<file path="src/rtl/mem_ctrl_pkg.sv">
// Shared encodings for the byte-wide RAM sequencer: FSM states, load/store size codes,
// grant ids and the default IO region tag.
package mem_ctrl_pkg;

    typedef enum logic [2:0] {
        ST_IDLE,
        ST_IC_RD,
        ST_LS_RD,
        ST_LS_WR,
        ST_DONE
    } state_t;

    localparam logic [1:0] SZ_1B  = 2'd0;
    localparam logic [1:0] SZ_2B  = 2'd1;
    localparam logic [1:0] SZ_4B  = 2'd2;
    localparam logic [1:0] SZ_RSV = 2'd3;

    localparam logic [1:0] IO_BASE_HI_DFLT = 2'b11;

    localparam logic GNT_IC = 1'b0;
    localparam logic GNT_LS = 1'b1;

    // The reserved size code falls through to a full word.
    function automatic logic [4:0] ls_nbytes(input logic [1:0] size);
        case (size)
            SZ_1B:   ls_nbytes = 5'd1;
            SZ_2B:   ls_nbytes = 5'd2;
            default: ls_nbytes = 5'd4;
        endcase
    endfunction

endpackage

</file>
<file path="src/rtl/mem_ctrl_arb.sv">
// Two-way round-robin grant between ICache and LSB, with flush and done masking.
module mem_ctrl_arb
    import mem_ctrl_pkg::*;
(
    input  logic clk,
    input  logic rst,
    input  logic rdy,
    input  logic idle,
    input  logic ic_req,
    input  logic ic_done,
    input  logic ls_req,
    input  logic ls_we,
    input  logic ls_done,
    input  logic flush,
    input  logic io_block,
    output logic gnt_vld,
    output logic gnt_id
);

    logic last_grant;
    logic ic_ok;
    logic ls_ok;

    // A requester whose done is showing this cycle is still holding a stale request.
    always_comb begin
        ic_ok   = ic_req & ~ic_done & ~flush;
        ls_ok   = ls_req & ~ls_done & ~(flush & ~ls_we) & ~io_block;
        gnt_vld = idle & (ic_ok | ls_ok);
        if (ic_ok && ls_ok) begin
            gnt_id = (last_grant == GNT_IC) ? GNT_LS : GNT_IC;
        end else begin
            gnt_id = ls_ok ? GNT_LS : GNT_IC;
        end
    end

    always_ff @(posedge clk or posedge rst) begin
        if (rst) begin
            last_grant <= GNT_IC;
        end else if (rdy && gnt_vld) begin
            last_grant <= gnt_id;
        end
    end

endmodule

</file>
<file path="src/rtl/mem_ctrl.sv">
// Byte-serial RAM port sequencer shared by ICache fetches and LSB loads/stores (little-endian).
// Optional IO_FULL_STALL_EN holds back IO-region stores while the IO buffer is full.
module mem_ctrl
    import mem_ctrl_pkg::*;
#(
    parameter int ADDR_W   = 32,
    parameter int IC_BYTES = 4
`ifdef IO_FULL_STALL_EN
    ,
    parameter logic [1:0] IO_BASE_HI = IO_BASE_HI_DFLT
`endif
) (
    input  logic                  clk,
    input  logic                  rst,
    input  logic                  rdy,
    input  logic [7:0]            mem_din,
    output logic [7:0]            mem_dout,
    output logic [ADDR_W-1:0]     mem_a,
    output logic                  mem_wr,
    input  logic                  ic_req,
    input  logic [ADDR_W-1:0]     ic_addr,
    output logic                  ic_done,
    output logic [IC_BYTES*8-1:0] ic_data,
    input  logic                  ls_req,
    input  logic                  ls_we,
    input  logic [ADDR_W-1:0]     ls_addr,
    input  logic [1:0]            ls_size,
    input  logic [31:0]           ls_wdata,
    output logic                  ls_done,
    output logic [31:0]           ls_rdata,
`ifdef IO_FULL_STALL_EN
    input  logic                  io_buffer_full,
`endif
    input  logic                  flush
);

    state_t             state_q, state_d;
    logic [3:0]         cnt_q;
    logic [3:0]         nxt;
    logic [4:0]         nbytes_q;
    logic [ADDR_W-1:0]  addr_q;
    logic [3:0][7:0]    wdata_q;
    logic [15:0][7:0]   bytes_q;
    logic [15:0][7:0]   fill;
    logic               src_q;
    logic               mem_wr_q;
    logic               last;
    logic               gnt_vld;
    logic               gnt_id;
    logic               io_block;

`ifdef IO_FULL_STALL_EN
    assign io_block = io_buffer_full & ls_we & (ls_addr[17:16] == IO_BASE_HI);
`else
    assign io_block = 1'b0;
`endif

    mem_ctrl_arb u_arb (
        .clk      (clk),
        .rst      (rst),
        .rdy      (rdy),
        .idle     (state_q == ST_IDLE),
        .ic_req   (ic_req),
        .ic_done  (ic_done),
        .ls_req   (ls_req),
        .ls_we    (ls_we),
        .ls_done  (ls_done),
        .flush    (flush),
        .io_block (io_block),
        .gnt_vld  (gnt_vld),
        .gnt_id   (gnt_id)
    );

    assign nxt    = cnt_q + 4'd1;
    assign last   = ({1'b0, cnt_q} == (nbytes_q - 5'd1));
    assign mem_wr = mem_wr_q & rdy;

    // Byte arriving now belongs to the address issued last cycle.
    always_comb begin
        fill        = bytes_q;
        fill[cnt_q] = mem_din;
    end

    always_comb begin
        state_d = state_q;
        case (state_q)
            ST_IDLE: begin
                if (gnt_vld) begin
                    if (gnt_id == GNT_IC)  state_d = ST_IC_RD;
                    else if (ls_we)        state_d = ST_LS_WR;
                    else                   state_d = ST_LS_RD;
                end
            end
            ST_IC_RD, ST_LS_RD: begin
                if (flush)     state_d = ST_IDLE;
                else if (last) state_d = ST_DONE;
            end
            ST_LS_WR: if (last) state_d = ST_IDLE;
            default:  state_d = ST_IDLE;
        endcase
    end

    always_ff @(posedge clk or posedge rst) begin
        if (rst) begin
            state_q <= ST_IDLE;
        end else if (rdy) begin
            state_q <= state_d;
        end
    end

    always_ff @(posedge clk or posedge rst) begin
        if (rst) begin
            cnt_q    <= '0;
            nbytes_q <= '0;
            addr_q   <= '0;
            wdata_q  <= '0;
            bytes_q  <= '0;
            src_q    <= GNT_IC;
            mem_a    <= '0;
            mem_dout <= '0;
            mem_wr_q <= 1'b0;
            ic_done  <= 1'b0;
            ic_data  <= '0;
            ls_done  <= 1'b0;
            ls_rdata <= '0;
        end else if (rdy) begin
            ic_done <= 1'b0;
            ls_done <= 1'b0;
            case (state_q)
                ST_IDLE: begin
                    if (gnt_vld) begin
                        cnt_q   <= '0;
                        bytes_q <= '0;
                        src_q   <= gnt_id;
                        if (gnt_id == GNT_IC) begin
                            addr_q   <= ic_addr;
                            nbytes_q <= 5'(IC_BYTES);
                            mem_a    <= ic_addr;
                        end else begin
                            addr_q   <= ls_addr;
                            nbytes_q <= ls_nbytes(ls_size);
                            wdata_q  <= ls_wdata;
                            mem_a    <= ls_addr;
                            mem_wr_q <= ls_we;
                            mem_dout <= ls_we ? ls_wdata[7:0] : 8'h00;
                        end
                    end
                end
                ST_IC_RD, ST_LS_RD: begin
                    if (cnt_q != 4'd0) bytes_q[cnt_q - 4'd1] <= mem_din;
                    if (flush || last) begin
                        mem_a <= '0;
                    end else begin
                        mem_a <= addr_q + ADDR_W'(nxt);
                        cnt_q <= nxt;
                    end
                end
                ST_DONE: begin
                    if (!flush) begin
                        if (src_q == GNT_IC) begin
                            ic_done <= 1'b1;
                            ic_data <= fill[IC_BYTES-1:0];
                        end else begin
                            ls_done  <= 1'b1;
                            ls_rdata <= fill[3:0];
                        end
                    end
                end
                ST_LS_WR: begin
                    if (last) begin
                        mem_a    <= '0;
                        mem_dout <= 8'h00;
                        mem_wr_q <= 1'b0;
                        ls_done  <= 1'b1;
                    end else begin
                        mem_a    <= addr_q + ADDR_W'(nxt);
                        mem_dout <= wdata_q[nxt[1:0]];
                        cnt_q    <= nxt;
                    end
                end
                default: ;
            endcase
        end
    end

endmodule

</file>
<file path="config.mk">
export PLATFORM = sky130hd
export DESIGN_NAME = mem_ctrl
export DESIGN_NICKNAME = d
export VERILOG_FILES = /design/src/rtl/mem_ctrl_pkg.sv /design/src/rtl/mem_ctrl_arb.sv /design/src/rtl/mem_ctrl.sv
export SDC_FILE = /design/constraint.sdc
export NUM_CORES = 1
export LEC_CHECK = 0
export ABC_AREA = 1
export CAP_MARGIN = 20
export CORE_UTILIZATION = 50
export CTS_CLUSTER_SIZE = 8
export DETAILED_ROUTE_END_ITERATION = 16
export GPL_TIMING_DRIVEN = 0
export PLACE_DENSITY_LB_ADDON = 0.15
export SLEW_MARGIN = 20
export SYNTH_ARGS = -nofsm -noshare
export SYNTH_HDL_FRONTEND = slang
export SYNTH_SLANG_ARGS = --single-unit
</file>
<file path="constraint.sdc">
create_clock -name clk -period 18.6 [get_ports clk]
set_input_delay 1.86 -clock clk [delete_from_list [all_inputs] [get_ports clk]]
set_output_delay 1.86 -clock clk [all_outputs]
set_load 0.05 [all_outputs]
</file>
==> results.json, run 1 <==
{
  "slew_headroom_pct": 54.0,
  "avgSynthCellArea_um2": 7.84,
  "cp-endpoint": "mem_wr",
  "status": "complete, no violations",
  "start_kind": "input port",
  "cts-root-buf": "clkbuf_16",
  "dieArea_mm2": 0.0230,
  "clkLatencyLatePin_ns": 0.56,
  "yosysWarnings": 0,
  "post-route-min-period_ns": 5.24,
  "synth_async_sr_flop_share_pct": 100,
  "startpoint": "rdy",
  "overflow": 0,
  "numCtsBuffers": 30,
  "min-delay-path-class": "reg2reg",
  "worst_slew_pin_slew_ns": 0.690,
  "initial_core_util_pct": 51.1,
  "mostFrequentLayoutCell": "nand2_1",
  "fillers": 1923,
  "yosys_most_used_dff": "dfrtp_1",
  "wl_um": 32300,
  "cp_max_fo": 5,
  "die_y_um": 152,
  "cts.htree.levels": 1,
  "synth_seq_cells": 215,
  "ctsHoldBuffers": 0,
  "post-dp-hpwl_um": 24200,
  "cts_sinks": 215,
  "holdWs_ns": 0.467,
  "final_cell_mix": "nand2_1, clkdlybuf4s50_1, dfrtp_1",
  "worstHoldStart": "ic_data[7]",
  "required_ns": 16.74,
  "p_leak_nw": 7.04,
  "ys_seq_area_share_pct": 48.1,
  "post_cts_buffers": 0,
  "reg2reg_from": "cnt_q[0]",
  "reg2reg_depth": 13,
  "wl_per_cell_um": 16.5,
  "post-route-period-util_pct": 28.2,
  "post_cts_resize_count": 0,
  "drive_above_1_share_pct": 8.81,
  "synth_area_leaders": "dfrtp_1, nand2_1, o21ai_0, inv_1, nand3_1",
  "grt_pass1_wl_um": 51500,
  "timing_worst_setup_path_type": "in2out",
  "r2r_slack_ns": 15.48,
  "yosys.area.top_type_share_pct": 48.1,
  "drv_slew": 0,
  "core_mm2": 0.0219,
  "end_kind": "output pin",
  "firstDrtPassIters": 5,
  "grt.total_usage_pct": 29.0,
  "tritoncts": "built",
  "synth_top_area_cell": "dfrtp_1",
  "rsz0062_at_grt": "false",
  "drt_iter0_markers": 737,
  "syn_to_final_growth_pct": 30.3,
  "drtAntennaViolNets": 0,
  "area.sequential_mm2": 0.00538,
  "arrival_ns": 3.38,
  "io_pins": 220,
  "maxCapViolCount": 0,
  "syn_nets": 1556,
  "syn_inst": 1427,
  "max_freq_mhz": 191,
  "synth_cell_types": 40,
  "die_w_um": 152,
  "finalHoldViolations": 0,
  "placementRows": 54,
  "ir_drop_uv": 83.4,
  "first_global_vias": 9729,
  "p_per_area_mw_per_mm2": 173,
  "synth_area_mm2": 0.0112,
  "place_ws_ns": 13.34,
  "fin_worst_skew_ns": 0.0317,
  "antenna_found_initial": 0,
  "avgViaCountPerCell": 5.24,
  "antenna_cells_inserted": 0,
  "fin_setup_tns_ns": 0,
  "reg2reg_to": "mem_a[14]",
  "clk_path_buf_depth": 3,
  "port_buffers": 219,
  "design.final.nets": 1809,
  "multi_input_area_mm2": 0.00493,
  "setup_slack_ns": 13.36,
  "place.gp.congestion": 0.970,
  "vias": 10300,
  "drc": 0,
  "grt_max_degree": 107,
  "setup_violations": 0,
  "synth_edf_count": 0,
  "path_clk_slew_ns": 0.05
}
final cells by class:
| cell class | count | share of cell area (%) |
|---|---|---|
| buffer | 53 | 1.91 |
| clock buffer | 31 | 5.18 |
| clock inverter | 1 | 0.206 |
| inverter | 159 | 4.18 |
| multi-input combinational | 1000 | 33.8 |
| sequential | 215 | 36.9 |
| tap | 280 | 2.40 |
| timing repair buffer | 221 | 15.4 |
how the worst min path moves through the flow:
stage | to | cells past startpoint
finish | ic_data[7] | 2
global route | ic_data[28] | 2
CTS | wdata_q[27] | 2
detailed placement | wdata_q[25] | 2
global placement | wdata_q[10] | 2
floorplan | wdata_q[10] | 2
state kept, by name, summed over array words and instances, names as in the netlist:
signal and cells:
addr_q 32, bytes_q 32, cnt_q 4, ic_data 32, ic_done 1, ls_done 1
ls_rdata 32, mem_a 32, mem_dout 8, mem_wr_q 1, nbytes_q 3, src_q 1
state_q 3, u_arb.last_grant 1, wdata_q 32
where the power goes:
part           leakage, nW  internal, mW  total, mW  switching, mW
Clock                0.382         0.282      0.472          0.190
Sequential            2.75         0.651      0.781          0.130
Combinational         3.91         0.419       1.26          0.844
Total                 7.04          1.35       2.52           1.16
synth_stat cells (8+ instances only):
cell,instances
nand2_1,474
dfrtp_1,215
o21ai_0,154
inv_1,153
nand3_1,109
nor2_1,61
a21oi_1,35
mux2_2,32
or2_2,24
buf_2,22
clkbuf_1,21
ha_1,15
or2_0,13
nand4_1,11
xor2_1,9
a21boi_1,8
stage by stage:
| stage | power [mW] | area, um2 | util (%) | instances |
|---|---|---|---|---|
| after floorplan | 1.61 | 11200 | - | 1427 |
| after global routing | 2.68 | 14600 | 66.6 | 1960 |
| after detailed placement | 2.04 | 13800 | 63.0 | 1928 |
| final | 2.52 | 14600 | 66.6 | 1960 |
| after global placement | 2.01 | 13700 | 62.7 | 1926 |
| after CTS | 2.52 | 14600 | 66.6 | 1960 |
worst max-delay path: stages:
cell,delay [ns]
clkdlybuf4s50_1,0.60
nand2_1,0.08
inv_1,0.05
clkdlybuf4s50_1,0.79
cell families (layout without fill, tap and decap cells):
| family | after synthesis | count (layout) | synth area share (%) |
|---|---|---|---|
| simple gates | 718 | 718 | 27.4 |
| flops | 215 | 215 | 48.1 |
| buf+inv | 212 | 465 | 7.87 |
| mux | 32 | 32 | 3.22 |
| fa+ha+maj | 16 | 16 | 1.86 |
| xor+xnor | 15 | 15 | 1.17 |
| compound gates | 219 | 219 | 10.3 |
routing by layer:
metal | vias up | share of wire [%] | track usage, %
li1 | 5018 | - | -
met1 | 4802 | 46 | 41.7
met2 | 384 | 45 | 45.4
met3 | 57 | 6.5 | 4.25
met4 | 0 | 2.5 | 8.42
met5 | - | 0 | 0
(Power assumes the default switching activity.)
==> run 2: changes to the inputs <==
Settings changed: CORE_UTILIZATION 50 to 47.
Clock period 18.6 ns to 4.5 ns, I/O delays scaled along.
==> run 2 against run 1 <==
Clock skew is 0.019 ns lower. Routed wire length is 0.91% higher. Largest cell class unchanged. Hold slack worse by 0.25 ns. Global-route usage is 1.7 points lower. Via count is 0.37% higher. Sequential cell count stayed put. Utilization is 3.7 points lower. Non-clock buffer count is 5 higher. Register-to-register slack worse by 14 ns. Critical path depth is 9 higher. Clock-buffer cell count stayed put. Setup slack worse by 12 ns.
==> results.json, run 2 (synthesis gave the netlist of run 1 again) <==
{
  "status": "complete, no violations",
  "clkLatencyLatePin_ns": 0.55,
  "core_mm2": 0.0234,
  "post_cts_resize_count": 0,
  "ctsHoldBuffers": 0,
  "dp_cells": 1972,
  "setup_violations": 0,
  "p_leak_nw": 7.07,
  "post_cts_buffers": 0,
  "drtAntennaViolNets": 0,
  "post-route-min-period_ns": 3.10,
  "grtUsageMet2_pct": 42.4,
  "worst_slew_pin_slew_ns": 0.697,
  "min-delay-path-class": "in2async",
  "cp-endpoint": "mem_a[14]",
  "post-route-period-util_pct": 68.8,
  "drv_slew": 0,
  "die_w_um": 156,
  "maxCapViolCount": 0,
  "max_freq_mhz": 323,
  "finalHoldViolations": 0,
  "p_seq_share_pct": 31.0,
  "wl_per_cell_um": 16.3,
  "arrival_ns": 3.53,
  "drive_above_1_share_pct": 9.08,
  "final_cell_mix": "nand2_1, clkdlybuf4s50_1, dfrtp_1",
  "first_global_vias": 9792,
  "antenna_found_initial": 2,
  "p_comb_share_pct": 50.2,
  "fin_worst_skew_ns": 0.0129,
  "timing_worst_setup_path_type": "reg2reg",
  "place.gp.congestion": 0.953,
  "end_kind": "flip-flop",
  "syn_to_final_growth_pct": 31.5,
  "cts_sinks": 215,
  "placementRows": 56,
  "port_buffers": 219,
  "grt_busiest_layer": "met2",
  "grt.total_usage_pct": 27.3,
  "tritoncts": "built",
  "grt_max_degree": 35,
  "crit_chain": "buf_4, inv_1, ha_1, fa_1, inv_1, o21ai_2, nand2_1, nor2_1, nand2_1, nand3_1, nand2_1, nand2_1, nand2_1",
  "fin_area_mm2": 0.0147,
  "ir_drop_uv": 385,
  "crit_top_cell": "nand2_1",
  "wl_um": 32600,
  "slew_headroom_pct": 53.5,
  "cts-root-buf": "clkbuf_16",
  "firstDrtPassIters": 5,
  "avgViaCountPerCell": 5.14,
  "clkPwrFrac_pct": 18.8,
  "start_kind": "flip-flop",
  "path_clk_slew_ns": 0.05,
  "dieArea_mm2": 0.0244,
  "switchingPower_mw": 4.80,
  "cts.htree.levels": 1,
  "reg2reg_depth": 13,
  "postPlaceCellArea_mm2": 0.0139,
  "startpoint": "cnt_q[0]",
  "required_ns": 4.93,
  "initial_core_util_pct": 47.8,
  "p_per_area_mw_per_mm2": 707,
  "grt_pass1_wl_um": 52200,
  "overflow": 0,
  "grt_util_met3_pct": 5.12,
  "design.final.nets": 1814,
  "finalPower_mw": 10.4,
  "post-dp-hpwl_um": 24900,
  "reg2reg_to": "mem_a[14]",
  "clk_path_buf_depth": 3,
  "die_y_um": 156,
  "cp_max_fo": 9,
  "numCtsBuffers": 30,
  "fin_setup_tns_ns": 0,
  "intPower_mw": 5.60,
  "holdWs_ns": 0.212,
  "slowest_stage": "nor2_1",
  "sw_frac_of_total_pct": 46.2,
  "reg2reg_from": "cnt_q[0]",
  "vias": 10300,
  "io_pins": 220,
  "fillers": 2143,
  "rsz0062_at_grt": "false",
  "slowest_delay_ns": 0.49,
  "r2r_slack_ns": 1.40,
  "drt_iter0_markers": 638,
  "mostFrequentLayoutCell": "nand2_1",
  "finish.cell_count_without_fillers": 2005,
  "drc": 0,
  "met1_usage_pct": 39.0
}
[run 2: cell count changes in the layout (fill, tap and decap cells not counted), sizes merged]
cell	before	now
buf	34	39
clkinvlp	0	1
diode	0	1
inv	159	158
[run 2: power groups by stage]
| stage | sequential [mW] | clock (mW) | combinational [mW] |
|---|---|---|---|
| after floorplan | 4.50 | 0 | 2.15 |
| after global placement | 3.23 | 0 | 5.11 |
| after detailed placement | 3.23 | 0 | 5.20 |
| after CTS | 3.22 | 1.99 | 5.23 |
| after global routing | 3.31 | 2.06 | 5.68 |
| final | 3.22 | 1.96 | 5.22 |
[run 2: final cells by class]
class                      instances  area [um2]  share of cell area (%)
antenna                            1        2.50                  0.0170
buffer                            53         279                    1.90
clock buffer                      31         754                    5.13
clock inverter                     1        30.0                   0.204
inverter                         159         606                    4.12
multi-input combinational       1000        4930                    33.5
sequential                       215        5380                    36.6
tap                              319         399                    2.71
timing repair buffer             226        2330                    15.9
[run 2: per-layer routing]
layer | share of wire [%] | routed length, um | up-vias
li1 | - | - | 5041
met4 | 2.2 | 717 | 2
met3 | 7.7 | 2510 | 54
met2 | 44 | 14400 | 377
met1 | 46 | 14900 | 4825
met5 | 0.040 | 13 | -
[run 2: how the worst min path moves through the flow]
| stage | start | to | slack [ns] | cells after the start |
|---|---|---|---|---|
| 6_report | rst | ic_data[3] | 0.21 | 2 |
| 5_1_grt | rst | ls_rdata[3] | 0.21 | 2 |
| 4_1_cts | rst | ic_data[3] | 0.20 | 2 |
| 3_5_place_dp | wdata_q[10] | wdata_q[10] | 0.45 | 2 |
| 3_3_place_gp | wdata_q[9] | wdata_q[9] | 0.45 | 2 |
| 2_1_floorplan | wdata_q[10] | wdata_q[10] | 0.44 | 2 |
[run 2: worst max-delay path: cells and delay by family (launching register included)]
family | cells | cell delay (ns)
fa+ha+maj | 2 | 0.71
buf+inv | 3 | 0.43
compound gates | 1 | 0.35
simple gates | 7 | 1.05
flops | 1 | 0.44
[run 2: per-stage QoR]
step / util, % / worst slack (ns)
after global routing: 62.8 / 1.12
after CTS: 62.8 / 1.46
after global placement: 58.9 / -0.456
final: 62.9 / 1.40
after detailed placement: 59.5 / 1.49
after floorplan: - / 1.25
==> run 3: changes to the inputs <==
Settings changed: CORE_UTILIZATION 47 to 50.
Clock period 4.5 ns to 3.2 ns, I/O delays scaled along.
==> run 3 against run 2 <==
Routed wire length increased by 0.98%. Non-clock buffer count unchanged. Cell count shrank 1.8%. Setup slack got worse by 1.1 ns. Total power grew 42%. Final area is essentially flat. Largest cell class unchanged.
==> results.json, run 3 (synthesis gave the netlist of run 1 again) <==
{
  "p_comb_share_pct": 49.8,
  "grt_max_degree": 35,
  "overflow": 0,
  "reg2reg_to": "mem_a[14]",
  "clkPwrFrac_pct": 19.5,
  "tritoncts": "built",
  "cts_sinks": 215,
  "clk_path_buf_depth": 3,
  "clkLatencyLatePin_ns": 0.57,
  "place.gp.congestion": 0.908,
  "ctsHoldBuffers": 0,
  "grt_pass1_wl_um": 52200,
  "cts-root-buf": "clkbuf_16",
  "cp_max_fo": 9,
  "drv_slew": 0,
  "dieArea_mm2": 0.0230,
  "ir_drop_uv": 615,
  "drt_iter0_markers": 665,
  "grt.total_usage_pct": 29.4,
  "status": "complete, no violations",
  "end_kind": "flip-flop",
  "finalHoldViolations": 0,
  "post-route-min-period_ns": 2.92,
  "antenna_cells_inserted": 0,
  "rsz0062_at_grt": "false",
  "die_w_um": 152,
  "core_mm2": 0.0219,
  "reg2reg_from": "cnt_q[0]",
  "drc": 0,
  "max_freq_mhz": 342,
  "antenna_found_initial": 0,
  "syn_to_final_growth_pct": 31.4,
  "drive_above_1_share_pct": 9.30,
  "arrival_ns": 3.37,
  "fillers": 1849,
  "reg2reg_depth": 13,
  "design.final.nets": 1815,
  "fin_worst_skew_ns": 0.0166,
  "start_kind": "flip-flop",
  "wl_per_cell_um": 16.7,
  "avgViaCountPerCell": 5.28,
  "mostFrequentLayoutCell": "nand2_1",
  "min-delay-path-class": "in2async",
  "die_y_um": 152,
  "p_seq_share_pct": 30.7,
  "slew_headroom_pct": 54.7,
  "utilization_pct": 67.2,
  "io_pins": 220,
  "setup_slack_ns": 0.277,
  "required_ns": 3.65,
  "r2r_slack_ns": 0.28,
  "worst_slew_pin_slew_ns": 0.679,
  "maxCapViolCount": 0,
  "intPower_mw": 7.95,
  "cts.htree.levels": 1,
  "numCtsBuffers": 31,
  "initial_core_util_pct": 51.1,
  "setup_violations": 0,
  "timing_worst_setup_path_type": "reg2reg",
  "firstDrtPassIters": 6,
  "sw_frac_of_total_pct": 46.2,
  "post-route-period-util_pct": 91.3,
  "port_buffers": 219,
  "wl_um": 32900,
  "place_ws_ns": 0.199,
  "final_cell_mix": "nand2_1, clkdlybuf4s50_1, dfrtp_1",
  "p_leak_nw": 7.10,
  "drtAntennaViolNets": 0,
  "first_global_vias": 9732,
  "switchingPower_mw": 6.83,
  "vias": 10400,
  "p_per_area_mw_per_mm2": 1010,
  "placementRows": 54,
  "finalPower_mw": 14.8,
  "path_clk_slew_ns": 0.05,
  "post-dp-hpwl_um": 25100
}
-- run 3: cell types whose count changed in the layout (fill, tap and decap cells not counted), sizes merged --
| cell | previous run | this run |
|---|---|---|
| diode | 1 | 0 |
| clkbuf | 52 | 54 |
| inv | 158 | 159 |
-- run 3: per-stage QoR --
step / cell area (um2) / setup TNS (ns) / instances / hold WS [ns]
after floorplan: 11200 / 0 / 1427 / 0.415
after global placement: 13700 / -339.77 / 1926 / 0.449
after detailed placement: 13900 / 0 / 1933 / 0.458
after CTS: 14700 / 0 / 1968 / 0.168
after global routing: 14700 / 0 / 1968 / 0.220
final: 14700 / 0 / 1968 / 0.174
-- run 3: critical path, stage by stage, from the launching register on --
cell and delay [ns]:
dfrtp_1 0.46, buf_4 0.21, inv_1 0.17, ha_1 0.44, fa_1 0.28, inv_1 0.07, o21ai_2 0.34, nand2_1 0.18
nor2_2 0.31, nand2_1 0.09, nand3_1 0.10, nand2_1 0.06, nand2_1 0.06, nand2_1 0.05
-- run 3: cell type report --
class	instances	area, um2	share of cell area, %
clock buffer	33	793	5.39
tap	280	350	2.38
inverter	159	606	4.12
clock inverter	2	28.8	0.196
buffer	53	279	1.90
timing repair buffer	226	2340	15.9
multi-input combinational	1000	4930	33.5
sequential	215	5380	36.6
-- run 3: timing repair --
action,CTS,global route
gates resized for setup,0,1
setup endpoints to repair,0,3
setup buffers,0,0
endpoints found under the hold margin,0,0
-- run 3: worst max-delay path by stage --
stage          startpoint         to  slack (ns)  depth (start not counted)
6_report         cnt_q[0]  mem_a[14]        0.28                         13
5_1_grt          cnt_q[0]  mem_a[14]        0.05                         13
2_1_floorplan         rst  addr_q[0]        0.08                          1
4_1_cts          cnt_q[0]  mem_a[14]        0.18                         13
3_3_place_gp          rst  mem_a[17]       -1.60                          2
3_5_place_dp     cnt_q[0]  mem_a[14]        0.20                         13
-- run 3: power groups by stage --
| stage | Sequential [mW] | Clock, mW | Combinational [mW] |
|---|---|---|---|
| 3_3_place_gp | 4.53 | 0 | 7.20 |
| 3_5_place_dp | 4.55 | 0 | 7.33 |
| 4_1_cts | 4.53 | 2.92 | 7.37 |
| 6_report | 4.54 | 2.88 | 7.36 |
| 5_1_grt | 4.66 | 3.02 | 7.99 |
| 2_1_floorplan | 6.33 | 0 | 3.02 |
-- run 3: layer usage --
layer	vias to the layer above	part of all wire, %	global-route usage [%]
li1	5043	-	-
met1	4889	47	42.6
met2	389	45	46.3
met3	73	5.8	3.44
met4	0	2.6	9.01
met5	-	0	0
